$ cat src/rtl/frame_stream_reader_pkg.sv
// Shared definitions for the pattern-recognition pixel stream.
// Holds the default frame geometry, the pixel-stream beat layout and the
// reader FSM state type. convolution_filter uses the same geometry constants.
package frame_stream_reader_pkg;

  localparam int unsigned IMG_WIDTH_DEF  = 640;
  localparam int unsigned IMG_HEIGHT_DEF = 480;
  localparam int unsigned PIX_W          = 8;

  // One pixel-stream beat: pixel value plus frame/line markers.
  typedef struct packed {
    logic [PIX_W-1:0] data;
    logic             sof;
    logic             eol;
    logic             eof;
  } pix_beat_t;

  typedef enum logic [1:0] {
    ST_IDLE  = 2'd0,
    ST_RUN   = 2'd1,
    ST_DRAIN = 2'd2
  } rd_state_t;

  // Counter width for n distinct values; never less than one bit.
  function automatic int unsigned width_of(input int unsigned n);
    return (n > 1) ? $clog2(n) : 1;
  endfunction

endpackage

$ cat src/rtl/pixel_skid_fifo.sv
// Two-entry registered FIFO for pixel beats.
// The head entry is a register so it can drive the stream outputs directly.
// Ports:
//   clk, rst_n       clock, synchronous active-low reset
//   push_i / din_i   write a beat (ignored when full and not popping)
//   pop_i            remove the head beat (ignored when empty)
//   head_o           current head beat
//   empty_o, full_o  occupancy flags
//   count_o          occupancy, 0..2
module pixel_skid_fifo
  import frame_stream_reader_pkg::*;
#(
  parameter type beat_t = pix_beat_t
) (
  input  logic       clk,
  input  logic       rst_n,
  input  logic       push_i,
  input  beat_t      din_i,
  input  logic       pop_i,
  output beat_t      head_o,
  output logic       empty_o,
  output logic       full_o,
  output logic [1:0] count_o
);

  logic [1:0] cnt_q, cnt_d;
  beat_t      head_q, head_d;
  beat_t      tail_q, tail_d;
  logic       pop, push;

  always_comb begin
    pop    = pop_i && (cnt_q != 2'd0);
    push   = push_i && ((cnt_q != 2'd2) || pop);
    cnt_d  = cnt_q;
    head_d = head_q;
    tail_d = tail_q;
    unique case (cnt_q)
      2'd0: begin
        if (push) begin
          head_d = din_i;
          cnt_d  = 2'd1;
        end
      end
      2'd1: begin
        unique case ({push, pop})
          2'b10: begin
            tail_d = din_i;
            cnt_d  = 2'd2;
          end
          2'b01: cnt_d  = 2'd0;
          2'b11: head_d = din_i;
          default: ;
        endcase
      end
      2'd2: begin
        if (pop) begin
          head_d = tail_q;
          if (push) tail_d = din_i;
          else      cnt_d  = 2'd1;
        end
      end
      default: cnt_d = cnt_q;
    endcase
  end

  always_ff @(posedge clk) begin
    if (!rst_n) begin
      cnt_q  <= '0;
      head_q <= '0;
      tail_q <= '0;
    end else begin
      cnt_q  <= cnt_d;
      head_q <= head_d;
      tail_q <= tail_d;
    end
  end

  assign head_o  = head_q;
  assign empty_o = (cnt_q == 2'd0);
  assign full_o  = (cnt_q == 2'd2);
  assign count_o = cnt_q;

endmodule

$ cat src/rtl/frame_stream_reader.sv
// Streams one stored frame from a synchronous-read memory as a raster-order
// valid/ready pixel stream with sof/eol/eof markers.
// Ports:
//   clk, rst_n            clock, synchronous active-low reset
//   start                 request one frame (sampled while busy=0)
//   busy, done            frame in progress / one-cycle completion pulse
//   mem_rd_en, mem_addr   memory read strobe and pixel index
//   mem_rd_data           read data, one cycle after mem_rd_en
//   m_valid, m_ready      output handshake
//   m_data, m_sof/eol/eof output pixel and markers
module frame_stream_reader
  import frame_stream_reader_pkg::*;
#(
  parameter int unsigned IMG_WIDTH  = IMG_WIDTH_DEF,
  parameter int unsigned IMG_HEIGHT = IMG_HEIGHT_DEF,
  parameter int unsigned W          = PIX_W,
  parameter int unsigned ADDR_W     = width_of(IMG_WIDTH * IMG_HEIGHT)
) (
  input  logic              clk,
  input  logic              rst_n,
  input  logic              start,
  output logic              busy,
  output logic              done,
  output logic              mem_rd_en,
  output logic [ADDR_W-1:0] mem_addr,
  input  logic [W-1:0]      mem_rd_data,
  output logic              m_valid,
  input  logic              m_ready,
  output logic [W-1:0]      m_data,
  output logic              m_sof,
  output logic              m_eol,
  output logic              m_eof
);

  localparam int unsigned CW = width_of(IMG_WIDTH);
  localparam int unsigned RW = width_of(IMG_HEIGHT);

  typedef struct packed {
    logic [W-1:0] data;
    logic         sof;
    logic         eol;
    logic         eof;
  } beat_t;

  rd_state_t         state_q, state_d;
  logic [ADDR_W-1:0] addr_q, addr_d;
  logic [CW-1:0]     col_q, col_d;
  logic [RW-1:0]     row_q, row_d;
  logic              in_flight_q;
  logic [2:0]        tag_q;
  logic              done_q;

  beat_t      head, push_beat;
  logic       fifo_empty, fifo_full;
  logic [1:0] occ;
  logic       pop, issue, at_first, at_eol, at_last, eof_pop;

  assign m_valid  = !fifo_empty;
  assign pop      = m_valid && m_ready;
  assign at_first = (addr_q == '0);
  assign at_eol   = (col_q == CW'(IMG_WIDTH - 1));
  assign at_last  = at_eol && (row_q == RW'(IMG_HEIGHT - 1));
  assign eof_pop  = (state_q == ST_DRAIN) && pop && head.eof;

  // occupancy + in_flight - pop < 2, rearranged to avoid underflow.
  assign issue = (state_q == ST_RUN) &&
                 (({1'b0, occ} + {2'b0, in_flight_q}) < (3'd2 + {2'b0, pop}));

  always_comb begin
    state_d = state_q;
    addr_d  = addr_q;
    col_d   = col_q;
    row_d   = row_q;
    unique case (state_q)
      ST_IDLE: begin
        if (start) begin
          state_d = ST_RUN;
          addr_d  = '0;
          col_d   = '0;
          row_d   = '0;
        end
      end
      ST_RUN: begin
        if (issue) begin
          // Address holds on the last pixel so it never leaves the frame.
          if (at_last) begin
            state_d = ST_DRAIN;
          end else begin
            addr_d = addr_q + ADDR_W'(1);
            if (at_eol) begin
              col_d = '0;
              row_d = row_q + RW'(1);
            end else begin
              col_d = col_q + CW'(1);
            end
          end
        end
      end
      ST_DRAIN: begin
        if (eof_pop) state_d = ST_IDLE;
      end
      default: state_d = ST_IDLE;
    endcase
  end

  always_ff @(posedge clk) begin
    if (!rst_n) begin
      state_q     <= ST_IDLE;
      addr_q      <= '0;
      col_q       <= '0;
      row_q       <= '0;
      in_flight_q <= 1'b0;
      tag_q       <= '0;
      done_q      <= 1'b0;
    end else begin
      state_q     <= state_d;
      addr_q      <= addr_d;
      col_q       <= col_d;
      row_q       <= row_d;
      in_flight_q <= issue;
      if (issue) tag_q <= {at_first, at_eol, at_last};
      done_q      <= eof_pop;
    end
  end

  // Markers travel alongside the read so they line up with the returned data.
  always_comb begin
    push_beat.data = mem_rd_data;
    push_beat.sof  = tag_q[2];
    push_beat.eol  = tag_q[1];
    push_beat.eof  = tag_q[0];
  end

  pixel_skid_fifo #(
    .beat_t(beat_t)
  ) u_fifo (
    .clk    (clk),
    .rst_n  (rst_n),
    .push_i (in_flight_q),
    .din_i  (push_beat),
    .pop_i  (pop),
    .head_o (head),
    .empty_o(fifo_empty),
    .full_o (fifo_full),
    .count_o(occ)
  );

  // The issue rule must keep a returning read from finding the buffer full.
  assert property (@(posedge clk) disable iff (!rst_n)
                   !(fifo_full && in_flight_q && !pop));

  assign busy      = (state_q != ST_IDLE);
  assign done      = done_q;
  assign mem_rd_en = issue;
  assign mem_addr  = addr_q;
  assign m_data    = head.data;
  assign m_sof     = head.sof;
  assign m_eol     = head.eol;
  assign m_eof     = head.eof;

endmodule

$ cat config.mk
export PLATFORM = sky130hd
export DESIGN_NAME = frame_stream_reader
export DESIGN_NICKNAME = d
export VERILOG_FILES = /design/src/rtl/frame_stream_reader_pkg.sv /design/src/rtl/pixel_skid_fifo.sv /design/src/rtl/frame_stream_reader.sv
export SDC_FILE = /design/constraint.sdc
export NUM_CORES = 1
export LEC_CHECK = 0
export ABC_CLOCK_PERIOD_IN_PS = 3900
export CAP_MARGIN = 10
export CORE_ASPECT_RATIO = 1.75
export CORE_MARGIN = 5
export CORE_UTILIZATION = 59
export DETAILED_ROUTE_END_ITERATION = 8
export GPL_TIMING_DRIVEN = 0
export PLACE_DENSITY_LB_ADDON = 0.25
export SLEW_MARGIN = 20
export SYNTH_ARGS = -nofsm -noshare
export SYNTH_HDL_FRONTEND = slang
export SYNTH_SLANG_ARGS = --single-unit
$ cat constraint.sdc
create_clock -name clk -period 3.9 [get_ports clk]
set_input_delay 0.39 -clock clk [delete_from_list [all_inputs] [get_ports clk]]
set_output_delay 0.39 -clock clk [all_outputs]
set_load 0.005 [all_outputs]
# --- Word-level counts from Yosys, hierarchy flattened ---
# Cells that the tools add are included.
word_totals:
  wordCells: 99
  register_bits: 69
op_classes:
  n_addsub: 5
  muxes: 31
  eq_ne: 23
  reduce_logical: 23
  magnitude_cmp: 1
op_table:
  columns: ["operator", "count"]
  rows:
  - ["$mux 19", 3]
  - ["$mux 11", 5]
  - ["$mux 10", 4]
  - ["$pmux 19 s2", 1]
  - ["$mux 9", 4]
  - ["$pmux 11 s3", 1]
  - ["$pmux 11 s2", 1]
  - ["$pmux 10 s2", 1]
  - ["$add 19x1->19 const B", 1]
  - ["$logic_not 19->1", 1]
  - ["$ne 2x2->1 const B", 9]
  - ["$pmux 9 s2", 1]
  - ["$reduce_and 4->1", 4]
  - ["$mux 2", 7]
  - ["$pmux 2 s3", 2]
  - ["$add 10x1->10 const B", 1]
  - ["$eq 10x10->1 const B", 1]
  - ["$reduce_and 5->1", 2]
  - ["$add 9x1->9 const B", 1]
  - ["$eq 9x9->1 const B", 1]
  - ["$eq 2x2->1 const B", 4]
  - ["$ne 2x1->1 const B", 4]
  - ["$reduce_bool 2->1", 4]
  - ["$logic_and 1x1->1", 7]
  - ["10 further kinds", 13]

# --- Depth between registers and ports, before layout ---
# Gate-level depths: netlist of run 1.
logic_depth:
  depth_word: 9
  depth_mapped: 9
  mapped_depth_nobuf: 7

# --- Cells and area by module ---
# From an unflattened synthesis of run 1, not the netlist that was laid out.
unflattened:
  hier_cells: 437
  area_unflattened_um2: 3806.2
by_module_without_submodules:
  columns: ["mod", "cells_per_inst", "area_each_um2", "instances"]
  rows:
  - ["frame_stream_reader", 306, 2512.4, 1]
  - ["pixel_skid_fifo", 131, 1293.7, 1]

# --- Least setup slack after synthesis of run 1 ---
# No wires, ideal clock.
synth_timing:
  path_kind: "flip-flop to flip-flop"
  from: "reg in_flight_q"
  to: "reg addr_q[14], in the netlist mem_addr[14]"
  period_less_slack_ps: 2153
  required_time_ps: 3826
  path_buffers: 1
  stages_incl_launch_ff: 8
  t_arrival_ps: 2079
  slack_ps: 1747
  cell_sequence: "dfxtp_1 ha_1 ha_1 o21a_1 or3_4 buf_6 or4_1 a31oi_1"
synth_between:
  elab_chain_len: 5
synth_rtl:
  columns: ["element", "line", "source"]
  rows:
  - ["start, declared", "frame_stream_reader.sv:49", "logic in_flight_q;"]
  - ["start signal, assigned", "frame_stream_reader.sv:120", "in_flight_q <= issue;"]
  - ["$add 2x1->3", "frame_stream_reader.sv:67", "(({1'b0, occ} + {2'b0, in_flight_q}) < (3'd2 + {2'b0, pop}));"]
  - ["$lt 3x3->1", "frame_stream_reader.sv:67", null]
  - ["$logic_and 1x1->1", "frame_stream_reader.sv:66", "assign issue = (state_q == ST_RUN) &&"]
  - ["$ne 2x2->1 (no source line)", null, null]
  - ["$reduce_and 4->1 (no source line)", null, null]
  - ["end signal, assigned", "frame_stream_reader.sv:117", "addr_q <= addr_d;"]
  - ["end, declared", "frame_stream_reader.sv:46", "logic [ADDR_W-1:0] addr_q, addr_d;"]
# No other way between the ends.
# A chain may end at the register's enable or synchronous reset.

# --- Worst setup path after layout of run 1 ---
layout_timing:
  from: "reg in_flight_q"
  to: "out mem_rd_en"
layout_between:
  elab_chain_len: 3
layout_rtl:
  columns: ["element", "line", "source"]
  rows:
  - ["$add 2x1->3", "frame_stream_reader.sv:67", null]
  - ["$lt 3x3->1", "frame_stream_reader.sv:67", null]
  - ["$logic_and 1x1->1", "frame_stream_reader.sv:66", null]
  - ["end, declared", "frame_stream_reader.sv:24", "output logic mem_rd_en,"]
# No other way between the ends.

==> tab_implementation.tex, run 1 <==
\begin{tabular}{lr}
\hline
Metric & Value \\
\hline
\multicolumn{2}{l}{\textbf{Drt}} \\
Drt via density & 6.40 \\
Via count & 3544 \\
Drt total wl & 10.1 mm \\
ANT nets after route & 0 \\
Count of TritonRoute iterations in the first routing pass & 6 \\
Total DRC errors in the routed layout & 0 \\
First DRT Iteration DRCs & 313 \\
Routed wire length per instance & 18.3 um \\
\multicolumn{2}{l}{\textbf{Critical path}} \\
Worst endpoint required time & 3.51 ns \\
Startpoint Class & flip-flop \\
Worst Path Class, Setup & flip-flop to output pin \\
Arr. time, crit path & 2.90 ns \\
Register-to-Register Path Depth & 8 \\
Capturing element type of the critical path & output pin \\
Reg2Reg Setup Slack & 1.43 ns \\
Top fanout value on the critical path & 10 \\
\multicolumn{2}{l}{\textbf{Final layout}} \\
Number of antenna cells inserted & 0 \\
Most frequent standard cell in the layout excluding fill and tap cells & dfxtp\_1 \\
Final instance area & 0.00428 mm\^{}2 \\
Commonest cells after routing, fill and taps aside & dfxtp\_1, clkdlybuf4s50\_1, nor2\_1 \\
Final layout net count & 489 \\
Area growth from synthesis to layout & 21.4\% \\
Layout cell share with drive strength beyond 1 & 7.98\% \\
\multicolumn{2}{l}{\textbf{Synthesis}} \\
Number of instances in the synthesized netlist & 415 \\
Synthesized area & 0.00352 mm\^{}2 \\
Total number of yosys warnings & 0 \\
Total of flip-flops plus latches after synthesis & 69 \\
Net Count, Synth & 433 \\
Fraction of registers with async set or reset after synthesis & 0\% \\
Count of flip-flops with a built-in enable after synthesis & 0 \\
Sequential cell area fraction in the yosys report & 39.2\% \\
Per-instance average area after synthesis & 8.48 um\^{}2 \\
Leading register cell type out of synthesis & dfxtp\_1 \\
Number of different library cells in the post-synthesis netlist & 52 \\
\multicolumn{2}{l}{\textbf{GRT}} \\
GRT Overall Usage & 28.0\% \\
Antenna violations before repair & 0 \\
Via count of the first global-routing pass & 3472 \\
Aggregate global routing overflow & 0 \\
First-pass GRT wire length & 16.5 mm \\
Largest net degree at the start of global routing & 12 \\
\multicolumn{2}{l}{\textbf{Clock network}} \\
Cts-stage hold buffer count & 0 \\
Quantity of gates resized following cts & 0 \\
Root Buffer Master & clkbuf\_8 \\
Clock Pin Slew Worst Setup and Hold Paths & 0.07 ns \\
Maximum buffer depth of the clock tree & 2 \\
Maximum level of the CTS H-tree & 3 \\
TritonCTS clock tree & built \\
Number of buffers inserted during clock tree synthesis & 9 \\
Clock insertion delay at the later pin of the skew report & 0.35 ns \\
Setup Fix Bufs, Post-CTS & 0 \\
Total number of clock tree sinks & 69 \\
\multicolumn{2}{l}{\textbf{Status}} \\
Run status & completed \\
\multicolumn{2}{l}{\textbf{Timing}} \\
Number of hold violations in the final report & 0 \\
Final worst-path cycle share & 84.5\% \\
Final Setup Violations & 0 \\
Total negative slack for setup checks & 0 ns \\
Final max-slew violation count & 0 \\
Worst setup skew after layout & 0.0108 ns \\
Setup repair after global routing missed its margin & false \\
Max\_slew headroom & 46.7\% \\
Maximum clock frequency & 304 MHz \\
Shortest clock period the worst path allows after layout & 3.29 ns \\
Actual slew at the worst max-slew pin & 0.793 ns \\
Post-route worst setup slack & 0.605 ns \\
\multicolumn{2}{l}{\textbf{Placement}} \\
Pre-CTS worst setup slack & 0.787 ns \\
Placed Area & 0.00407 mm\^{}2 \\
Post-detail-place hpwl & 7.31 mm \\
Placer congestion estimate & 0.938 \\
Number of port buffers & 45 \\
\multicolumn{2}{l}{\textbf{Floorplanning}} \\
Area of the die & 0.00767 mm\^{}2 \\
Core outline area & 0.00583 mm\^{}2 \\
Chip Height & 112 um \\
Initial cell density of the core & 60.4\% \\
Num rows & 37 \\
I/O pins & 46 \\
Die X-Extent & 68.4 um \\
\multicolumn{2}{l}{\textbf{Pwr}} \\
Maximum resistive drop on vdd & 0.297 mV \\
Power Density & 353 mW/mm\^{}2 \\
Standby leakage power & 1.61 nW \\
\multicolumn{2}{l}{\textbf{Worst hold path}} \\
Hold Path Cell Cnt & 2 \\
Worst hold path class & flip-flop to flip-flop \\
\multicolumn{2}{l}{\textbf{Run}} \\
Number of maximum-capacitance constraint violations & 0 \\
\hline
\end{tabular}
[cells in the mapped netlist, drive strengths merged (10+ instances only)]
master,number,share of area (%)
nor2,42,4.5
mux2i,23,6.5
a21oi,20,2.8
o21ai,27,3.9
nand3,20,2.8
nor3,18,2.7
nand2,21,2.2
a31oi,10,1.8
dfxtp,69,39
a211oi,11,2.3
clkbuf,20,2.2
buf,10,1.8
o311ai,11,2.7
nand4,11,2.0
[flip-flops by register name, summed over array words and instances (netlist names)]
signal          flops
u_fifo.tail_q      11
tag_q               3
done                1
u_fifo.count_o      2
col_q              10
u_fifo.head_o      11
state_q             2
row_q               9
in_flight_q         1
mem_addr           19
[metal layers]
metal / share of wire, % / global-route usage [%] / vias to the layer above
met1: 38 / 32.7 / 1637
met5: 0 / 0 / -
met2: 51 / 45.7 / 178
met4: 3.6 / 15.1 / 0
li1: - / - / 1700
met3: 7.0 / 6.11 / 29
[through the flow]
| step | power [mW] | utilization, % | hold slack (ns) | std cells |
|---|---|---|---|---|
| 6_report | 1.51 | 73.3 | 0.487 | 554 |
| 5_1_grt | 1.56 | 73.3 | 0.525 | 554 |
| 4_1_cts | 1.51 | 73.3 | 0.484 | 554 |
| 3_5_place_dp | 0.896 | 69.8 | 0.473 | 538 |
| 3_3_place_gp | 0.890 | 69.8 | 0.456 | 538 |
| 2_1_floorplan | 0.825 | - | 0.444 | 415 |
[layout make-up]
type                    count  area (um^2)
fillers                   472         1560
plain buffers              30          140
repair buffers             45          450
inverters                   6         22.5
well taps                  78         97.6
clock buffers              11          131
clock inverters             5         75.1
multi-input cells         310         1980
flip-flops and latches     69         1380
[power breakdown]
part | internal [mW] | total, mW | switching (mW)
sequential | 0.718 | 0.729 | 0.0105
clock | 0.357 | 0.625 | 0.268
combinational | 0.0619 | 0.154 | 0.0916
[critical path, cell delays in order (launching register included)]
cell and delay (ns):
dfxtp_1 0.37, ha_1 0.22, ha_1 0.29, o21a_1 0.16, or3_4 0.39, buf_6 0.16
inv_1 0.12, buf_2 0.29, clkdlybuf4s50_1 0.56
[final timing paths]
| path | from | end |
|---|---|---|
| worst max-delay path | in_flight_q$_SDFF_PN0_ | mem_rd_en |
| worst min register to register | tag_q[2]$_SDFFE_PN0P_ | tag_q[2]$_SDFFE_PN0P_ |
| worst min-delay path | tag_q[2]$_SDFFE_PN0P_ | tag_q[2]$_SDFFE_PN0P_ |
| worst max register to register | row_q[0]$_SDFFE_PN0P_ | mem_addr[16]$_SDFFE_PN0P_ |
[logic make-up after synthesis]
logic type	after synthesis	synth area share, %
fa+ha+maj	6	2.13
compound gates	116	22.7
flops	69	39.2
buf+inv	36	4.62
simple gates	165	24.8
mux	23	6.54
(Power assumes the default switching activity.)
==> inputs of run 2 (changes only) <==
Settings changed: ABC_CLOCK_PERIOD_IN_PS 3900 to 3200, CORE_UTILIZATION 59 to 55.
Clock period 3.9 ns to 3.2 ns, I/O delays scaled along.
==> tab_implementation.tex, run 2 (same netlist as run 1, synthesis figures left out) <==
\begin{tabular}{lr}
\hline
Metric & Value \\
\hline
\multicolumn{2}{l}{\textbf{Placement}} \\
Number of port buffers & 45 \\
Post-detail-place hpwl & 7.48 mm \\
Cell total after placement & 540 \\
Placer congestion estimate & 0.979 \\
\multicolumn{2}{l}{\textbf{Final layout}} \\
Post-Layout Cell Count & 559 \\
Most frequent standard cell in the layout excluding fill and tap cells & dfxtp\_1 \\
Commonest cells after routing, fill and taps aside & dfxtp\_1, clkdlybuf4s50\_1, nor2\_1 \\
Number of antenna cells inserted & 0 \\
Area growth from synthesis to layout & 23.3\% \\
Layout cell share with drive strength beyond 1 & 8.56\% \\
Final layout net count & 492 \\
Sequential cell area in the final layout & 0.00138 mm\^{}2 \\
Multi-input logic area & 0.00198 mm\^{}2 \\
Layout fillers & 501 \\
Max FFs per register & 19 \\
Final design utilization & 69.7\% \\
\multicolumn{2}{l}{\textbf{Run}} \\
Number of maximum-capacitance constraint violations & 0 \\
\multicolumn{2}{l}{\textbf{Critical path}} \\
Startpoint Class & flip-flop \\
Worst endpoint required time & 2.88 ns \\
Arr. time, crit path & 2.71 ns \\
Top fanout value on the critical path & 10 \\
Capturing element type of the critical path & output pin \\
Worst Path Class, Setup & flip-flop to output pin \\
\multicolumn{2}{l}{\textbf{Timing}} \\
Max\_slew headroom & 33.1\% \\
Final max-slew violation count & 0 \\
Number of hold violations in the final report & 0 \\
Final worst-path cycle share & 94.7\% \\
Actual slew at the worst max-slew pin & 0.996 ns \\
Worst setup skew after layout & 0.00752 ns \\
Total negative slack for setup checks & 0 ns \\
Shortest clock period the worst path allows after layout & 3.03 ns \\
Final Setup Violations & 0 \\
Maximum clock frequency & 330 MHz \\
Setup repair after global routing missed its margin & false \\
\multicolumn{2}{l}{\textbf{Floorplanning}} \\
Area of the die & 0.00816 mm\^{}2 \\
Chip Height & 116 um \\
I/O pins & 46 \\
Die X-Extent & 70.5 um \\
Initial cell density of the core & 56.5\% \\
Core outline area & 0.00623 mm\^{}2 \\
Num rows & 38 \\
\multicolumn{2}{l}{\textbf{Drt}} \\
Count of TritonRoute iterations in the first routing pass & 5 \\
Total DRC errors in the routed layout & 0 \\
First DRT Iteration DRCs & 270 \\
Drt via density & 6.47 \\
Routed wire length per instance & 18.7 um \\
Via count & 3615 \\
Drt total wl & 10.5 mm \\
ANT nets after route & 0 \\
\multicolumn{2}{l}{\textbf{GRT}} \\
GRT Overall Usage & 26.5\% \\
Aggregate global routing overflow & 0 \\
Antenna violations before repair & 0 \\
First-pass GRT wire length & 17.0 mm \\
Via count of the first global-routing pass & 3540 \\
Largest net degree at the start of global routing & 12 \\
\multicolumn{2}{l}{\textbf{Clock network}} \\
Root Buffer Master & clkbuf\_8 \\
TritonCTS clock tree & built \\
Clock insertion delay at the later pin of the skew report & 0.36 ns \\
Number of buffers inserted during clock tree synthesis & 9 \\
Clock Pin Slew Worst Setup and Hold Paths & 0.07 ns \\
Maximum buffer depth of the clock tree & 2 \\
Total number of clock tree sinks & 69 \\
Cts-stage hold buffer count & 0 \\
Maximum level of the CTS H-tree & 3 \\
\multicolumn{2}{l}{\textbf{Pwr}} \\
Standby leakage power & 1.64 nW \\
Power Density & 450 mW/mm\^{}2 \\
Maximum resistive drop on vdd & 0.401 mV \\
\multicolumn{2}{l}{\textbf{Worst hold path}} \\
Worst hold path class & flip-flop to flip-flop \\
\multicolumn{2}{l}{\textbf{Status}} \\
Run status & completed \\
\hline
\end{tabular}
run 2: cell types whose count changed in the layout (fill, tap and decap cells not counted):
cell       previous run  this run
clkinv_2              3         1
bufinv_16             2         3
buf_4                 2         5
buf_6                 2         3
buf_2                 3         2
clkbuf_8              9        10
run 2: where the power goes:
group	switching [mW]	total (mW)	leakage [nW]	internal, mW
Sequential	0.0122	0.888	0.559	0.875
Clock	0.334	0.873	0.121	0.538
Combinational	0.113	0.193	0.966	0.0799
Total	0.460	1.95	1.64	1.49
run 2: final cells by class:
class,instances,share of cell area [%]
inverters,6,0.519
clock inverters,4,2.19
clock buffers,12,3.34
flip-flops and latches,69,31.8
multi-input cells,310,45.5
repair buffers,48,10.9
plain buffers,30,3.37
well taps,80,2.31
run 2: worst paths after layout:
kind,start,end,slack (ns),depth (start not counted)
max,in_flight_q$_SDFF_PN0_,mem_rd_en,0.17,8
min,tag_q[0]$_SDFFE_PN0P_,tag_q[0]$_SDFFE_PN0P_,0.48,2
max reg2reg,row_q[0]$_SDFFE_PN0P_,state_q[1]$_SDFFE_PN0P_,0.70,9
min reg2reg,tag_q[0]$_SDFFE_PN0P_,tag_q[0]$_SDFFE_PN0P_,0.48,2
run 2: timing repair:
action                     4_1_cts  5_1_grt
setup endpoints to repair        1        1
resized for setup                1        1
setup buffers                    0        3
run 2: worst max-delay path, stage by stage (launching register included):
cell	delay, ns
dfxtp_1	0.36
ha_1	0.22
ha_1	0.29
o21a_1	0.16
or3_4	0.38
buf_6	0.15
inv_1	0.13
buf_6	0.14
clkdlybuf4s50_1	0.49
run 2: routing by layer:
layer / routed length, um / global-route usage [%] / vias up
met2: 5490 / 48.0 / 171
li1: - / - / 1699
met5: 0 / 0 / -
met1: 3810 / 27.6 / 1700
met4: 457 / 16.5 / 0
met3: 712 / 5.38 / 45
run 2: through the flow:
step	worst slack [ns]	hold WS [ns]	total power [mW]	area [um^2]
floorplan	1.05	0.444	1.01	3520
global placement	0.231	0.457	1.09	4070
detailed placement	0.196	0.462	1.09	4070
CTS	0.0658	0.472	1.95	4310
global route	0.0690	0.507	2.01	4340
finish	0.170	0.475	1.95	4340
